--- config.mk ---
export PLATFORM = sky130hd
export DESIGN_NAME = intm_rs_multi_flat
export DESIGN_NICKNAME = d
export VERILOG_FILES = /design/src/rtl/intm_rs_multi_if.sv /design/src/rtl/intm_rs_multi.sv /design/src/flat_wrapper.sv
export SDC_FILE = /design/constraint.sdc
export NUM_CORES = 1
export LEC_CHECK = 0
export BUFFER_PORTS_ARGS = -buffer_cell sky130_fd_sc_hd__buf_4
export CAP_MARGIN = 0
export CORE_MARGIN = 4
export CORE_UTILIZATION = 60
export DETAILED_ROUTE_END_ITERATION = 10
export PLACE_DENSITY = 0.79
export SETUP_SLACK_MARGIN = 0.5
export SLEW_MARGIN = 20
export SYNTH_ARGS = -nofsm -noshare
export SYNTH_HDL_FRONTEND = slang
export SYNTH_SLANG_ARGS = --single-unit
--- constraint.sdc ---
create_clock -name clk -period 4.8 [get_ports clk]
set_clock_uncertainty 0.05 [all_clocks]
set_input_delay 0.48 -clock clk [delete_from_list [all_inputs] [get_ports clk]]
set_output_delay 0.48 -clock clk [all_outputs]
set_load 0.05 [all_outputs]
--- src/rtl/intm_rs_multi_if.sv ---
// Dispatch, CDB, issue and status bundle for the integer mul/div reservation station.
// master = dispatch/CDB/FU side that drives the RS; slave = the reservation station.
interface intm_rs_multi_if #(
  parameter int DEPTH     = 8,
  parameter int DISP_W    = 2,
  parameter int CDB_W     = 2,
  parameter int PRF_IDX_W = 6,
  parameter int PAYLOAD_W = 32
);
  localparam int OCC_W = $clog2(DEPTH + 1);

  logic                          flush;
  logic [DISP_W-1:0]             disp_valid;
  logic                          disp_ready;
  logic [DISP_W*PRF_IDX_W-1:0]   disp_rs1_phy;
  logic [DISP_W*PRF_IDX_W-1:0]   disp_rs2_phy;
  logic [DISP_W-1:0]             disp_rs1_rdy;
  logic [DISP_W-1:0]             disp_rs2_rdy;
  logic [DISP_W*PAYLOAD_W-1:0]   disp_payload;
  logic [CDB_W-1:0]              cdb_valid;
  logic [CDB_W*PRF_IDX_W-1:0]    cdb_rd_phy;
  logic                          iss_valid;
  logic                          iss_ready;
  logic [PRF_IDX_W-1:0]          iss_rs1_phy;
  logic [PRF_IDX_W-1:0]          iss_rs2_phy;
  logic [PAYLOAD_W-1:0]          iss_payload;
  logic [OCC_W-1:0]              occupancy;

  modport master (
    output flush, disp_valid, disp_rs1_phy, disp_rs2_phy, disp_rs1_rdy, disp_rs2_rdy,
           disp_payload, cdb_valid, cdb_rd_phy, iss_ready,
    input  disp_ready, iss_valid, iss_rs1_phy, iss_rs2_phy, iss_payload, occupancy
  );

  modport slave (
    input  flush, disp_valid, disp_rs1_phy, disp_rs2_phy, disp_rs1_rdy, disp_rs2_rdy,
           disp_payload, cdb_valid, cdb_rd_phy, iss_ready,
    output disp_ready, iss_valid, iss_rs1_phy, iss_rs2_phy, iss_payload, occupancy
  );
endinterface

--- src/rtl/intm_rs_multi.sv ---
// Age-ordered, compressing reservation station for the integer mul/div pipe.
// Define INTM_RS_WAKEUP_BYPASS_EN to let issue select see same-cycle CDB wakeups.
module intm_rs_multi #(
  parameter int DEPTH     = 8,
  parameter int DISP_W    = 2,
  parameter int CDB_W     = 2,
  parameter int PRF_IDX_W = 6,
  parameter int PAYLOAD_W = 32
) (
  input  logic           clk,
  input  logic           rst_n,
  intm_rs_multi_if.slave bus
);
  localparam int OCC_W = $clog2(DEPTH + 1);
  localparam int IDX_W = $clog2(DEPTH);
  localparam int CNT_W = $clog2(DISP_W + 1);

  typedef logic [PRF_IDX_W-1:0] phy_t;

  typedef struct packed {
    logic                 valid;
    phy_t                 rs1_phy;
    logic                 rs1_rdy;
    phy_t                 rs2_phy;
    logic                 rs2_rdy;
    logic [PAYLOAD_W-1:0] payload;
  } entry_t;

  entry_t           r_ent [DEPTH];
  logic [OCC_W-1:0] r_occ;

  entry_t           w_woken    [DEPTH];
  entry_t           w_ent_nxt  [DEPTH];
  entry_t           w_lane_ent [DISP_W];
  logic [DEPTH-1:0] w_hit1;
  logic [DEPTH-1:0] w_hit2;
  logic [DEPTH-1:0] w_sel_rdy;
  logic             w_sel_found;
  logic [IDX_W-1:0] w_sel_idx;
  logic             w_iss_valid;
  logic             w_pop;
  logic             w_disp_ready;
  logic [OCC_W-1:0] w_base;
  logic [OCC_W-1:0] w_occ_nxt;
  logic [CNT_W-1:0] w_push_cnt;

  function automatic logic f_cdb_hit(
    input phy_t                       phy,
    input logic [CDB_W-1:0]           cv,
    input logic [CDB_W*PRF_IDX_W-1:0] cp
  );
    logic hit;
    hit = 1'b0;
    for (int k = 0; k < CDB_W; k++) begin
      if (cv[k] && (cp[k*PRF_IDX_W +: PRF_IDX_W] == phy)) hit = 1'b1;
    end
    return hit;
  endfunction

  // Stored entries with this cycle's CDB wakeups applied; feeds both storage and bypass select.
  always_comb begin
    for (int i = 0; i < DEPTH; i++) begin
      w_hit1[i]          = f_cdb_hit(r_ent[i].rs1_phy, bus.cdb_valid, bus.cdb_rd_phy);
      w_hit2[i]          = f_cdb_hit(r_ent[i].rs2_phy, bus.cdb_valid, bus.cdb_rd_phy);
      w_woken[i]         = r_ent[i];
      w_woken[i].rs1_rdy = r_ent[i].rs1_rdy | w_hit1[i];
      w_woken[i].rs2_rdy = r_ent[i].rs2_rdy | w_hit2[i];
    end
  end

  always_comb begin
    for (int i = 0; i < DEPTH; i++) begin
`ifdef INTM_RS_WAKEUP_BYPASS_EN
      w_sel_rdy[i] = r_ent[i].valid & w_woken[i].rs1_rdy & w_woken[i].rs2_rdy;
`else
      w_sel_rdy[i] = r_ent[i].valid & r_ent[i].rs1_rdy & r_ent[i].rs2_rdy;
`endif
    end
  end

  // Lowest index wins: it is the oldest ready entry.
  always_comb begin
    w_sel_found = 1'b0;
    w_sel_idx   = '0;
    for (int i = DEPTH - 1; i >= 0; i--) begin
      if (w_sel_rdy[i]) begin
        w_sel_found = 1'b1;
        w_sel_idx   = IDX_W'(i);
      end
    end
  end

  assign w_iss_valid  = w_sel_found & ~bus.flush;
  assign w_pop        = w_iss_valid & bus.iss_ready;
  assign w_disp_ready = (r_occ <= OCC_W'(DEPTH - DISP_W));

  always_comb begin
    bus.iss_rs1_phy = '0;
    bus.iss_rs2_phy = '0;
    bus.iss_payload = '0;
    if (w_iss_valid) begin
      bus.iss_rs1_phy = r_ent[w_sel_idx].rs1_phy;
      bus.iss_rs2_phy = r_ent[w_sel_idx].rs2_phy;
      bus.iss_payload = r_ent[w_sel_idx].payload;
    end
  end

  assign bus.iss_valid  = w_iss_valid;
  assign bus.disp_ready = w_disp_ready;
  assign bus.occupancy  = r_occ;

  // Incoming uops capture a same-cycle CDB broadcast so the wakeup is not lost.
  always_comb begin
    for (int l = 0; l < DISP_W; l++) begin
      w_lane_ent[l]         = '0;
      w_lane_ent[l].valid   = 1'b1;
      w_lane_ent[l].rs1_phy = bus.disp_rs1_phy[l*PRF_IDX_W +: PRF_IDX_W];
      w_lane_ent[l].rs2_phy = bus.disp_rs2_phy[l*PRF_IDX_W +: PRF_IDX_W];
      w_lane_ent[l].rs1_rdy = bus.disp_rs1_rdy[l] |
                              f_cdb_hit(w_lane_ent[l].rs1_phy, bus.cdb_valid, bus.cdb_rd_phy);
      w_lane_ent[l].rs2_rdy = bus.disp_rs2_rdy[l] |
                              f_cdb_hit(w_lane_ent[l].rs2_phy, bus.cdb_valid, bus.cdb_rd_phy);
      w_lane_ent[l].payload = bus.disp_payload[l*PAYLOAD_W +: PAYLOAD_W];
    end
  end

  assign w_base = r_occ - OCC_W'(w_pop);

  // Compress above the popped slot, then append compacted dispatch lanes above the new top.
  always_comb begin
    int slot;
    slot       = 0;
    w_push_cnt = '0;
    for (int j = 0; j < DEPTH; j++) begin
      w_ent_nxt[j] = w_woken[j];
    end
    for (int j = 0; j < DEPTH - 1; j++) begin
      if (w_pop && (int'(w_sel_idx) <= j)) w_ent_nxt[j] = w_woken[j+1];
    end
    if (w_pop) w_ent_nxt[DEPTH-1] = '0;
    for (int l = 0; l < DISP_W; l++) begin
      if (w_disp_ready && bus.disp_valid[l]) begin
        slot = int'(w_base) + int'(w_push_cnt);
        if (slot < DEPTH) w_ent_nxt[IDX_W'(slot)] = w_lane_ent[l];
        w_push_cnt = w_push_cnt + CNT_W'(1);
      end
    end
  end

  assign w_occ_nxt = w_base + OCC_W'(w_push_cnt);

  always_ff @(posedge clk or negedge rst_n) begin
    if (!rst_n) begin
      r_occ <= '0;
      for (int i = 0; i < DEPTH; i++) begin
        r_ent[i] <= '0;
      end
    end else if (bus.flush) begin
      r_occ <= '0;
      for (int i = 0; i < DEPTH; i++) begin
        r_ent[i].valid <= 1'b0;
      end
    end else begin
      r_occ <= w_occ_nxt;
      for (int i = 0; i < DEPTH; i++) begin
        r_ent[i] <= w_ent_nxt[i];
      end
    end
  end
endmodule

--- src/flat_wrapper.sv ---
// flat-port wrapper written by rule: the top's interface ports become plain ports
module intm_rs_multi_flat 
#(
  parameter int DEPTH     = 8,
  parameter int DISP_W    = 2,
  parameter int CDB_W     = 2,
  parameter int PRF_IDX_W = 6,
  parameter int PAYLOAD_W = 32
)
  (clk, rst_n, bus_flush, bus_disp_valid, bus_disp_rs1_phy, bus_disp_rs2_phy, bus_disp_rs1_rdy, bus_disp_rs2_rdy, bus_disp_payload, bus_cdb_valid, bus_cdb_rd_phy, bus_iss_ready, bus_disp_ready, bus_iss_valid, bus_iss_rs1_phy, bus_iss_rs2_phy, bus_iss_payload, bus_occupancy);
  intm_rs_multi_if #(.DEPTH(DEPTH), .DISP_W(DISP_W), .CDB_W(CDB_W), .PRF_IDX_W(PRF_IDX_W), .PAYLOAD_W(PAYLOAD_W)) bus_i ();
  input  logic clk;
  input  logic rst_n;
  input wire logic [$bits(bus_i.flush)-1:0] bus_flush;
  input wire logic [$bits(bus_i.disp_valid)-1:0] bus_disp_valid;
  input wire logic [$bits(bus_i.disp_rs1_phy)-1:0] bus_disp_rs1_phy;
  input wire logic [$bits(bus_i.disp_rs2_phy)-1:0] bus_disp_rs2_phy;
  input wire logic [$bits(bus_i.disp_rs1_rdy)-1:0] bus_disp_rs1_rdy;
  input wire logic [$bits(bus_i.disp_rs2_rdy)-1:0] bus_disp_rs2_rdy;
  input wire logic [$bits(bus_i.disp_payload)-1:0] bus_disp_payload;
  input wire logic [$bits(bus_i.cdb_valid)-1:0] bus_cdb_valid;
  input wire logic [$bits(bus_i.cdb_rd_phy)-1:0] bus_cdb_rd_phy;
  input wire logic [$bits(bus_i.iss_ready)-1:0] bus_iss_ready;
  output wire logic [$bits(bus_i.disp_ready)-1:0] bus_disp_ready;
  output wire logic [$bits(bus_i.iss_valid)-1:0] bus_iss_valid;
  output wire logic [$bits(bus_i.iss_rs1_phy)-1:0] bus_iss_rs1_phy;
  output wire logic [$bits(bus_i.iss_rs2_phy)-1:0] bus_iss_rs2_phy;
  output wire logic [$bits(bus_i.iss_payload)-1:0] bus_iss_payload;
  output wire logic [$bits(bus_i.occupancy)-1:0] bus_occupancy;
  assign bus_i.flush = bus_flush;
  assign bus_i.disp_valid = bus_disp_valid;
  assign bus_i.disp_rs1_phy = bus_disp_rs1_phy;
  assign bus_i.disp_rs2_phy = bus_disp_rs2_phy;
  assign bus_i.disp_rs1_rdy = bus_disp_rs1_rdy;
  assign bus_i.disp_rs2_rdy = bus_disp_rs2_rdy;
  assign bus_i.disp_payload = bus_disp_payload;
  assign bus_i.cdb_valid = bus_cdb_valid;
  assign bus_i.cdb_rd_phy = bus_cdb_rd_phy;
  assign bus_i.iss_ready = bus_iss_ready;
  assign bus_disp_ready = bus_i.disp_ready;
  assign bus_iss_valid = bus_i.iss_valid;
  assign bus_iss_rs1_phy = bus_i.iss_rs1_phy;
  assign bus_iss_rs2_phy = bus_i.iss_rs2_phy;
  assign bus_iss_payload = bus_i.iss_payload;
  assign bus_occupancy = bus_i.occupancy;
  intm_rs_multi #(.DEPTH(DEPTH), .DISP_W(DISP_W), .CDB_W(CDB_W), .PRF_IDX_W(PRF_IDX_W), .PAYLOAD_W(PAYLOAD_W)) u_core (.clk(clk), .rst_n(rst_n), .bus(bus_i));
endmodule
==> results by stage, run 1 <==
Run status:
- The flow ran to the end, and the final reports show no timing, DRC or antenna violations.

Critical path:
- The worst setup path is of the register to output port kind.
- The most common cell type on the critical path is sky130_fd_sc_hd__buf_4.
- The required time at the endpoint of the critical path is 4.27 ns.
- The critical path capture point type is an output port.
- The slowest stage of the critical path belongs to the cell sky130_fd_sc_hd__or3_4.
- Walking the worst path, the cells encountered are and3_1, nor2_1, or3_4, buf_4, nand2_1, a31oi_1, a32o_1, buf_4.
- Along the worst path, the maximum fanout reaches 32.
- The largest single stage delay on the critical path is 0.65 ns.
- For the worst setup path, the data arrival time is 3.60 ns.
- The startpoint class of the critical path is a register.

Min path:
- The kind of path behind the tightest hold check is primary input to register.

STA:
- Setup repair after global routing left no endpoint under its margin.
- For the finished layout, the period the worst path requires is 4.13 ns.
- Setup violations remaining at the end of the flow were counted as 0.
- The count of final hold-check violations is 0.
- The worst-margin pin slew is 1.07 ns.
- The final number of max-transition violations was 0.
- Measured against its own limit, the worst slew margin works out to 28.9%.
- The fraction of the cycle the final worst path needs is 86.1%.
- The fmax is 242 MHz.
- The aggregate negative setup slack is 0 ns.

Final layout:
- After the last flow step, the layout net total stands at 2925.
- The area added between synthesis and finish is 12.2%.
- The finished layout holds 3379 standard cells, fillers aside.
- In the final layout, the share of cells above drive strength 1 is 16.7%.

Yosys:
- Synthesis instantiated 62 different standard cells from the library.
- The commonest cells after synthesis are sky130_fd_sc_hd__nand2_1, sky130_fd_sc_hd__dfrtp_1, sky130_fd_sc_hd__clkbuf_1.
- The number of flip-flops and latches in the synthesized netlist is 380.
- The average cell area after synthesis is 8.89 um^2.
- In the synthesized netlist the async set-or-reset flop fraction comes to 100%.
- In the synthesized netlist the dominant register cell turns out to be sky130_fd_sc_hd__dfrtp_1.
- The number of nets handed over by synthesis was 2963.
- The synthesized design contains 0 enable-type register cells.
- The fraction of post-synthesis cell area in the top cell type by area is 37.6%.
- After synthesis, the cell types taking the most area are sky130_fd_sc_hd__dfrtp_1, sky130_fd_sc_hd__nand2_1, sky130_fd_sc_hd__mux2i_1.
- The most common cell in the synthesized netlist is sky130_fd_sc_hd__nand2_1.
- Counting every instance in the synthesized netlist gives 2844.
- After synthesis, flip-flops and latches occupy 37.6% of the total area.
- The post-synthesis instance area is 0.0253 mm^2.
- Summed over all instances, the cell type with the most area after synthesis is sky130_fd_sc_hd__dfrtp_1.
- The total of warnings raised by yosys is 0.

Clock network:
- The CTS tree is built.
- The number of sinks on the clock net is 380.
- The clock passes through at most 3 buffers.
- The number of H-tree levels is 2.
- The clock slew at the register clock pins of the worst setup and hold paths is 0.06 ns.
- The tree is rooted in a sky130_fd_sc_hd__clkbuf_16.
- For the worst-skew pair, the clock arrives at the later sink with an insertion delay of 0.60 ns.
- The number of clock buffers added by TritonCTS is 43.

Floorplan:
- The floorplan step defined a die boundary enclosing 0.0455 mm^2.
- The die outline width is 213 um.
- The I/O pin count is 162.
- The region available for standard cell placement spans 0.0412 mm^2.
- The count of standard-cell rows is 74.
- The effective utilization at floorplan is 61.4%.
- The floorplan step set the die height to 213 um.

Global route:
- The number of antenna violations at the first check in global routing is 8.
- The overall fraction of global-route tracks in use is 38.7%.
- Global routing finished with a remaining overflow of 0.
- The maximum number of pins on one net before global-route repair is 196.
- The via count of the first global-routing pass is 23322.
- The first global-routing pass estimated 138 mm of wire.

Pwr:
- Of the total power, combinational logic draws 47.3%.
- The share of total power dissipated in sequential elements is 30.2%.
- The switching power summed over all nets is 0.00734 W.
- Dividing total power by cell area gives a power density of 575 mW/mm^2.
- The internal portion of the total power is 0.00896 W.
- In this run switching power makes up 45.0% of total power.
- The peak supply drop is 0.343 mV.
- The clock power share is 22.5%.
- The leakage dissipation is 12.4 nW.
- The overall power consumption is 0.0163 W.

Placement:
- The congestion estimate from routability-driven global placement came to 0.997.
- Once placement completed, the tool counted placed cells totaling 3284.
- During placement, the flow inserted port buffers numbering 161.
- The placed wire-length estimate is 56.6 mm.

Detailed routing:
- The number of antenna-violating nets in the routed design is 0.
- The number of iterations in the first detailed-routing pass is 8.
- After detailed routing, the total wire length is 91.3 mm.
- The via total after detailed routing is 24115.
- Using the TritonRoute via totals, the vias-per-cell ratio works out to 7.14.
- The number of DRC violations after detailed routing is 0.
- The number of DRC violations after detailed-routing iteration 0 is 3759.
- The average detailed-routed wire length per instance is 27.0 um.

Job:
- The number of maximum-capacitance constraint violations is 0.
-- timing repair --
| item | in CTS | in global routing |
|---|---|---|
| pin swaps | 1 | 5 |
| setup buffers | 1 | 3 |
| cloned | 0 | 3 |
| endpoints found under the hold margin | 106 | 0 |
| resized for setup | 4 | 8 |
| hold buffers | 1 | 0 |
| endpoints found under the setup margin | 79 | 165 |
-- sequential cells by signal, summed over array words and instances, names as in the netlist --
name / count
u_core.r_ent: 376
u_core.bus.occupancy: 4
-- power by group through the flow --
stage	registers, W	logic (W)	clock network (W)
3_5_place_dp	0.00489	0.00735	0
4_1_cts	0.00484	0.00741	0.00367
5_1_grt	0.00498	0.00817	0.00380
2_1_floorplan	0.00446	0.00542	0
6_report	0.00493	0.00771	0.00366
3_3_place_gp	0.00484	0.00707	0
-- worst max-delay path: cells and delay by family, from the launching register on --
| kind | cells | cell delay (ns) |
|---|---|---|
| and+or+nand+nor | 4 | 1.47 |
| buffers and inverters | 2 | 0.66 |
| AOI/OAI and AO/OA | 2 | 0.44 |
| DFF | 1 | 0.43 |
-- kinds of logic (layout without fill, tap and decap cells) --
family | count (synthesis) | count (layout) | synth area share, %
buffers and inverters | 320 | 313 | 5.20
other | 0 | 7 | 0
flip-flops | 380 | 380 | 37.6
adder cells (fa/ha/maj) | 7 | 7 | 0.346
AO/OA/AOI/OAI | 640 | 641 | 18.7
multiplexers | 288 | 288 | 12.5
XOR/XNOR | 245 | 245 | 8.49
AND/OR/NAND/NOR | 964 | 966 | 17.2
-- cell type report --
cell class	instances	area [um^2]
diodes	7	17.5
clock buffers	59	1240
clock inverters	20	317
fillers	3174	12800
inverters	8	30.0
multi-input cells	2147	14700
flip-flops and latches	380	9510
well taps	532	666
repair buffers	226	1870
-- path summary, 6_finish.rpt --
path	from	end	slack, ns	cells past startpoint
min in group asynchronous	rst_n	u_core.r_ent[139]	0.52	2
setup reg to reg	u_core.r_ent[86]	u_core.r_ent[351]	0.71	14
hold / removal	bus_disp_payload[48]	u_core.r_ent[204]	0.1	2
max in group asynchronous	rst_n	u_core.r_ent[293]	2.95	3
setup / recovery	u_core.r_ent[234]	bus_iss_payload[27]	0.67	8
hold reg to reg	u_core.r_ent[0]	u_core.r_ent[0]	0.47	1
-- per-stage QoR --
| stage | util [%] | hold WS, ns | instance area [um^2] | setup WS (ns) |
|---|---|---|---|---|
| 3_5_place_dp | 64.7 | 0.457 | 26600 | 0.229 |
| 3_3_place_gp | 64.7 | 0.447 | 26600 | 0.376 |
| 4_1_cts | 68.5 | 0.0836 | 28200 | 0.520 |
| 5_1_grt | 68.8 | 0.0982 | 28400 | 0.514 |
| 6_report | 68.8 | 0.0992 | 28400 | 0.666 |
| 2_1_floorplan | - | 0.134 | 25300 | 0.641 |
-- routing by layer --
| metal | share of wire [%] | vias up | GRT usage [%] |
|---|---|---|---|
| met2 | 42 | 1950 | 54.6 |
| met4 | 4.1 | 4 | 16.2 |
| met3 | 15 | 343 | 12.7 |
| li1 | - | 10184 | - |
| met1 | 39 | 11634 | 55.0 |
| met5 | 0.026 | - | 0 |
-- placed cells by master, fill, tap and decap left out, types with 7 or more instances in the layout --
| master | Yosys | routed |
|---|---|---|
| sky130_fd_sc_hd__a211oi_1 | 59 | 59 |
| sky130_fd_sc_hd__a21oi_1 | 95 | 93 |
| sky130_fd_sc_hd__a221o_1 | 56 | 56 |
| sky130_fd_sc_hd__a22oi_1 | 35 | 35 |
| sky130_fd_sc_hd__a2bb2oi_1 | 89 | 88 |
| sky130_fd_sc_hd__a31oi_1 | 54 | 52 |
| sky130_fd_sc_hd__a32o_1 | 44 | 44 |
| sky130_fd_sc_hd__buf_12 | 0 | 10 |
| sky130_fd_sc_hd__buf_4 | 0 | 208 |
| sky130_fd_sc_hd__bufinv_16 | 0 | 7 |
| sky130_fd_sc_hd__clkbuf_16 | 0 | 43 |
| sky130_fd_sc_hd__clkbuf_8 | 0 | 10 |
| sky130_fd_sc_hd__clkinv_2 | 0 | 7 |
| sky130_fd_sc_hd__dfrtp_1 | 380 | 380 |
| sky130_fd_sc_hd__diode_2 | 0 | 7 |
| sky130_fd_sc_hd__inv_1 | 8 | 7 |
| sky130_fd_sc_hd__mux2_2 | 107 | 107 |
| sky130_fd_sc_hd__mux2_4 | 29 | 29 |
| sky130_fd_sc_hd__mux2i_1 | 150 | 150 |
| sky130_fd_sc_hd__nand2_1 | 526 | 524 |
| sky130_fd_sc_hd__nand2b_1 | 11 | 11 |
| sky130_fd_sc_hd__nand3_1 | 181 | 176 |
| sky130_fd_sc_hd__nand4_1 | 35 | 35 |
| sky130_fd_sc_hd__nor2_1 | 76 | 75 |
| sky130_fd_sc_hd__nor2b_1 | 49 | 49 |
| sky130_fd_sc_hd__nor3_1 | 20 | 19 |
| sky130_fd_sc_hd__nor4_1 | 32 | 32 |
| sky130_fd_sc_hd__o211ai_1 | 89 | 89 |
| sky130_fd_sc_hd__o21ai_0 | 70 | 69 |
| sky130_fd_sc_hd__o31ai_1 | 9 | 8 |
| sky130_fd_sc_hd__xnor2_1 | 113 | 113 |
| sky130_fd_sc_hd__xor2_1 | 132 | 132 |
(Power assumes the default switching activity.)
==> inputs of run 2 (changes only) <==
--- a/config.mk
+++ b/config.mk
@@ -5,14 +5,13 @@
 export SDC_FILE = /design/constraint.sdc
 export NUM_CORES = 1
 export LEC_CHECK = 0
-export BUFFER_PORTS_ARGS = -buffer_cell sky130_fd_sc_hd__buf_4
 export CAP_MARGIN = 0
 export CORE_MARGIN = 4
 export CORE_UTILIZATION = 60
 export DETAILED_ROUTE_END_ITERATION = 10
-export PLACE_DENSITY = 0.79
+export DONT_BUFFER_PORTS = 1
+export PLACE_DENSITY = 0.77
 export SETUP_SLACK_MARGIN = 0.5
-export SLEW_MARGIN = 20
 export SYNTH_ARGS = -nofsm -noshare
 export SYNTH_HDL_FRONTEND = slang
 export SYNTH_SLANG_ARGS = --single-unit
==> run 2 against run 1 <==
Net effect: the run now ends with negative hold slack left; design area shrank 3.5%; sequential cell count is the same; worst hold slack lost 0.54 ns; final cell count shrank 3.7%; sequential power is essentially flat; worst setup slack lost 0.099 ns; via count shrank 2.4%; maximum frequency shrank 2.3%; combinational power shrank 4.4%; clock power shrank 5%; non-clock buffer count shrank 115; count of clock-buffer cells in the layout shrank 3.
==> results by stage, run 2 (synthesis gave the netlist of run 1 again) <==
Run status:
- Status: finished with violations (was complete, no violations).
- The final reports fail on negative hold slack.

STA:
- Unrepaired setup endpoints after global routing: no (unchanged).
- The number of setup violations in the final report is 0 (unchanged).
- The worst slew slack as a fraction of its limit is 10.5% (was 28.9%).
- The worst-margin pin slew is 1.34 ns (was 1.07 ns).
- The minimum clock period after layout came to 4.23 ns (was 4.13 ns).
- The worst-case setup margin in the final layout was 0.567 ns (was 0.666 ns).
- The final number of max-transition violations is 0 (unchanged).
- The count of final hold-check violations is 380 (was 0).
- The fmax is 236 MHz (was 242 MHz).
- The tightest hold margin is -0.441 ns (was 0.0992 ns).
- The aggregate negative setup slack is 0 ns (unchanged).
- The fraction of the cycle the final worst path needs is 88.2% (was 86.1%).

Critical path:
- The required time at the endpoint of the critical path came to 5.20 ns (was 4.27 ns).
- The largest fanout on the critical path was 12 (was 32).
- Cell chain of the critical path: and3_1, nand2b_1, o31a_2, ha_2, inv_1, ha_1, ha_1, xor2_1, a2bb2oi_2, o21ai_2, or4b_4, buf_4, o211ai_1, a2bb2oi_1 (was and3_1, nor2_1, or3_4, buf_4, nand2_1, a31oi_1, a32o_1, buf_4).
- The class of the most critical setup path is register to register (was register to output port).
- The family of cells with the greatest summed delay on the critical path is compound AO/OA/AOI/OAI gates (was simple AND/OR/NAND/NOR gates).
- The most common cell type on the critical path is sky130_fd_sc_hd__ha_1 (was sky130_fd_sc_hd__buf_4).
- The startpoint class of the critical path is a register (unchanged).
- The count of buffer and inverter cells on the critical path is 2 (unchanged).
- The arrival time reported for the critical path endpoint is 4.63 ns (was 3.60 ns).
- The slowest library cell on the worst path was sky130_fd_sc_hd__or4b_4 (was sky130_fd_sc_hd__or3_4).
- The highest cell delay on the worst timing path is 0.65 ns (about the same).
- The critical path capture point type is a register (was output port).

Pwr:
- The share of total power consumed by net switching is 45.1% (was 45.0%).
- The switching power summed over all nets is 0.00710 W (was 0.00734 W).
- The peak supply drop is 0.314 mV (was 0.343 mV).
- The combinational share of power is 46.8% (was 47.3%).
- The clock power share is 22.2% (was 22.5%).
- The internal power is 0.00866 W (was 0.00896 W).
- The sequential share of power was 31.1% (was 30.2%).
- The power density over the cells is 576 mW/mm^2 (was 575 mW/mm^2).
- The leakage dissipation is 11.7 nW (was 12.4 nW).

Placement:
- The placed wire-length estimate is 55.6 mm (was 56.6 mm).
- The port buffer count is 0 (was 161).
- The routability congestion estimate is 0.982 (was 0.997).
- The count of placed standard cells including taps was 3122 (was 3284).
- The total cell area at the placement stage was 0.0253 mm^2 (was 0.0266 mm^2).
- The placement-stage worst setup slack was 0.151 ns (was 0.229 ns).

Global route:
- The total congestion overflow after global routing is 0 (unchanged).
- The maximum number of pins on one net before global-route repair is 381 (was 196).
- The via count of the first global-routing pass is 22807 (was 23322).
- The wire length of the first global-routing pass is 140 mm (was 138 mm).
- The overall fraction of global-route tracks in use came to 39.7% (was 38.7%).
- The number of antenna violations at the first check in global routing is 1 (was 8).

Floorplan:
- The effective utilization at floorplan is 61.4% (unchanged).
- The total die area is 0.0455 mm^2 (unchanged).
- The height of the chip was 213 um (unchanged).
- The I/O pin count is 162 (unchanged).
- The count of standard-cell rows is 74 (unchanged).
- The area of the core is 0.0412 mm^2 (unchanged).
- The die outline width came to 213 um (unchanged).

Detailed routing:
- The number of DRC violations after detailed routing was 0 (unchanged).
- The detail-routed via count per cell is 7.23 (was 7.14).
- The aggregate routed wire length came to 92.0 mm (was 91.3 mm).
- The number of antenna-violating nets in the routed design came to 0 (unchanged).
- The number of iterations in the first detailed-routing pass is 9 (was 8).
- The average detailed-routed wire length per instance is 28.3 um (was 27.0 um).
- The via total after detailed routing is 23525 (was 24115).
- The number of DRC violations after detailed-routing iteration 0 is 3738 (was 3759).

Final layout:
- The number of nets in the layout is 2809 (was 2925).
- The area added between synthesis and finish is 8.25% (was 12.2%).
- The flip-flop count of the largest register, all copies and words added is 376 (unchanged).
- The most frequent standard cell in the layout excluding fill and tap cells was sky130_fd_sc_hd__nand2_1 (unchanged).
- The post-route cell area is 0.0274 mm^2 (was 0.0284 mm^2).
- Commonest cells after routing, fill and taps aside: sky130_fd_sc_hd__nand2_1, sky130_fd_sc_hd__dfrtp_1, sky130_fd_sc_hd__nand3_1 (was sky130_fd_sc_hd__nand2_1, sky130_fd_sc_hd__dfrtp_1, sky130_fd_sc_hd__buf_4).
- The final instance count without filler cells is 3254 (was 3379).
- The most flop-heavy register was u_core.r_ent (unchanged).
- The share of post-route cells with drive strength above 1 is 11.5% (was 16.7%).
- The layout filler cell count is 3212 (was 3174).

Clock network:
- The number of buffers inserted by hold repair at cts is 44 (was 1).
- The number of sinks on the clock net came to 380 (unchanged).
- The number of buffers added by the clock tree synthesis step is 43 (unchanged).
- The CTS tree is built (unchanged).
- The maximum clock path buffer count was 3 (unchanged).
- The clock root buffer is sky130_fd_sc_hd__clkbuf_16 (unchanged).
- The clock slew at the register clock pins of the worst setup and hold paths is 0.06 ns (about the same).
- The insertion delay to the later sink of the worst-skew pair is 0.58 ns (was 0.60 ns).
- The number of H-tree levels was 2 (unchanged).

Min path:
- The kind of path behind the tightest hold check is primary input to async pin (was primary input to register).

Job:
- The number of maximum-capacitance constraint violations is 0 (unchanged).
==> run 2: cell count changes in the layout (fill, tap and decap cells not counted), moves of 2 or more <==
cell                            change
sky130_fd_sc_hd__dlygate4sd3_1     +42
sky130_fd_sc_hd__buf_4            -145
sky130_fd_sc_hd__clkbuf_8           -4
sky130_fd_sc_hd__clkinv_4           +2
sky130_fd_sc_hd__buf_8              -2
sky130_fd_sc_hd__diode_2            -6
sky130_fd_sc_hd__buf_12             -5
sky130_fd_sc_hd__buf_6              -4
sky130_fd_sc_hd__inv_16             -2
==> run 2: timing repair <==
item	CTS	global route
pin swaps	3	3
endpoints found under the setup margin	134	167
resized for setup	5	3
cloned	2	0
buffers inserted	6	3
endpoints found under the hold margin	476	380
==> run 2: metal layers <==
layer	vias to the layer above	track usage [%]	share of wire, %
met1	11417	54.8	38
met2	1838	56.2	41
met3	331	16.4	16
met4	2	14.7	4.2
li1	9937	-	-
met5	-	0.647	0.041
==> run 2: path summary, 6_finish.rpt <==
| check | depth (start not counted) | startpoint | slack, ns | to |
|---|---|---|---|---|
| max in group asynchronous | 0 | rst_n | 4.26 | u_core.r_ent[245] |
| hold / removal | 0 | rst_n | -0.44 | u_core.r_ent[137] |
| setup reg to reg | 14 | u_core.r_ent[93] | 0.57 | u_core.r_ent[283] |
| min in group clk | 2 | bus_disp_payload[34] | 0.01 | u_core.r_ent[237] |
| setup / recovery | 14 | u_core.r_ent[93] | 0.57 | u_core.r_ent[283] |
| hold reg to reg | 1 | u_core.r_ent[122] | 0.47 | u_core.r_ent[122] |
==> run 2: power groups by stage <==
stage	sequential (W)	combinational [W]	clock (W)
2_1_floorplan	0.00446	0.00542	0
3_3_place_gp	0.00483	0.00669	0
3_5_place_dp	0.00487	0.00692	0
4_1_cts	0.00483	0.00711	0.00350
5_1_grt	0.00497	0.00784	0.00364
6_report	0.00490	0.00737	0.00349
==> run 2: cell type report <==
class,instances,area (um^2),area share [%]
repair buffers,111,1000,3.67
well taps,532,666,2.43
diodes,1,2.50,0.00914
flip-flops and latches,380,9510,34.7
inverters,8,30.0,0.110
multi-input cells,2146,14700,53.7
clock buffers,56,1180,4.33
clock inverters,20,270,0.987
==> run 2: metrics by stage <==
| stage | power, W | util, % | hold slack (ns) |
|---|---|---|---|
| finish | 0.0158 | 66.4 | -0.441 |
| global route | 0.0165 | 66.4 | -0.470 |
| CTS | 0.0154 | 66.3 | -0.471 |
| detailed placement | 0.0118 | 61.5 | 0.143 |
| global placement | 0.0115 | 61.5 | 0.145 |
| floorplan | 0.00989 | - | 0.134 |
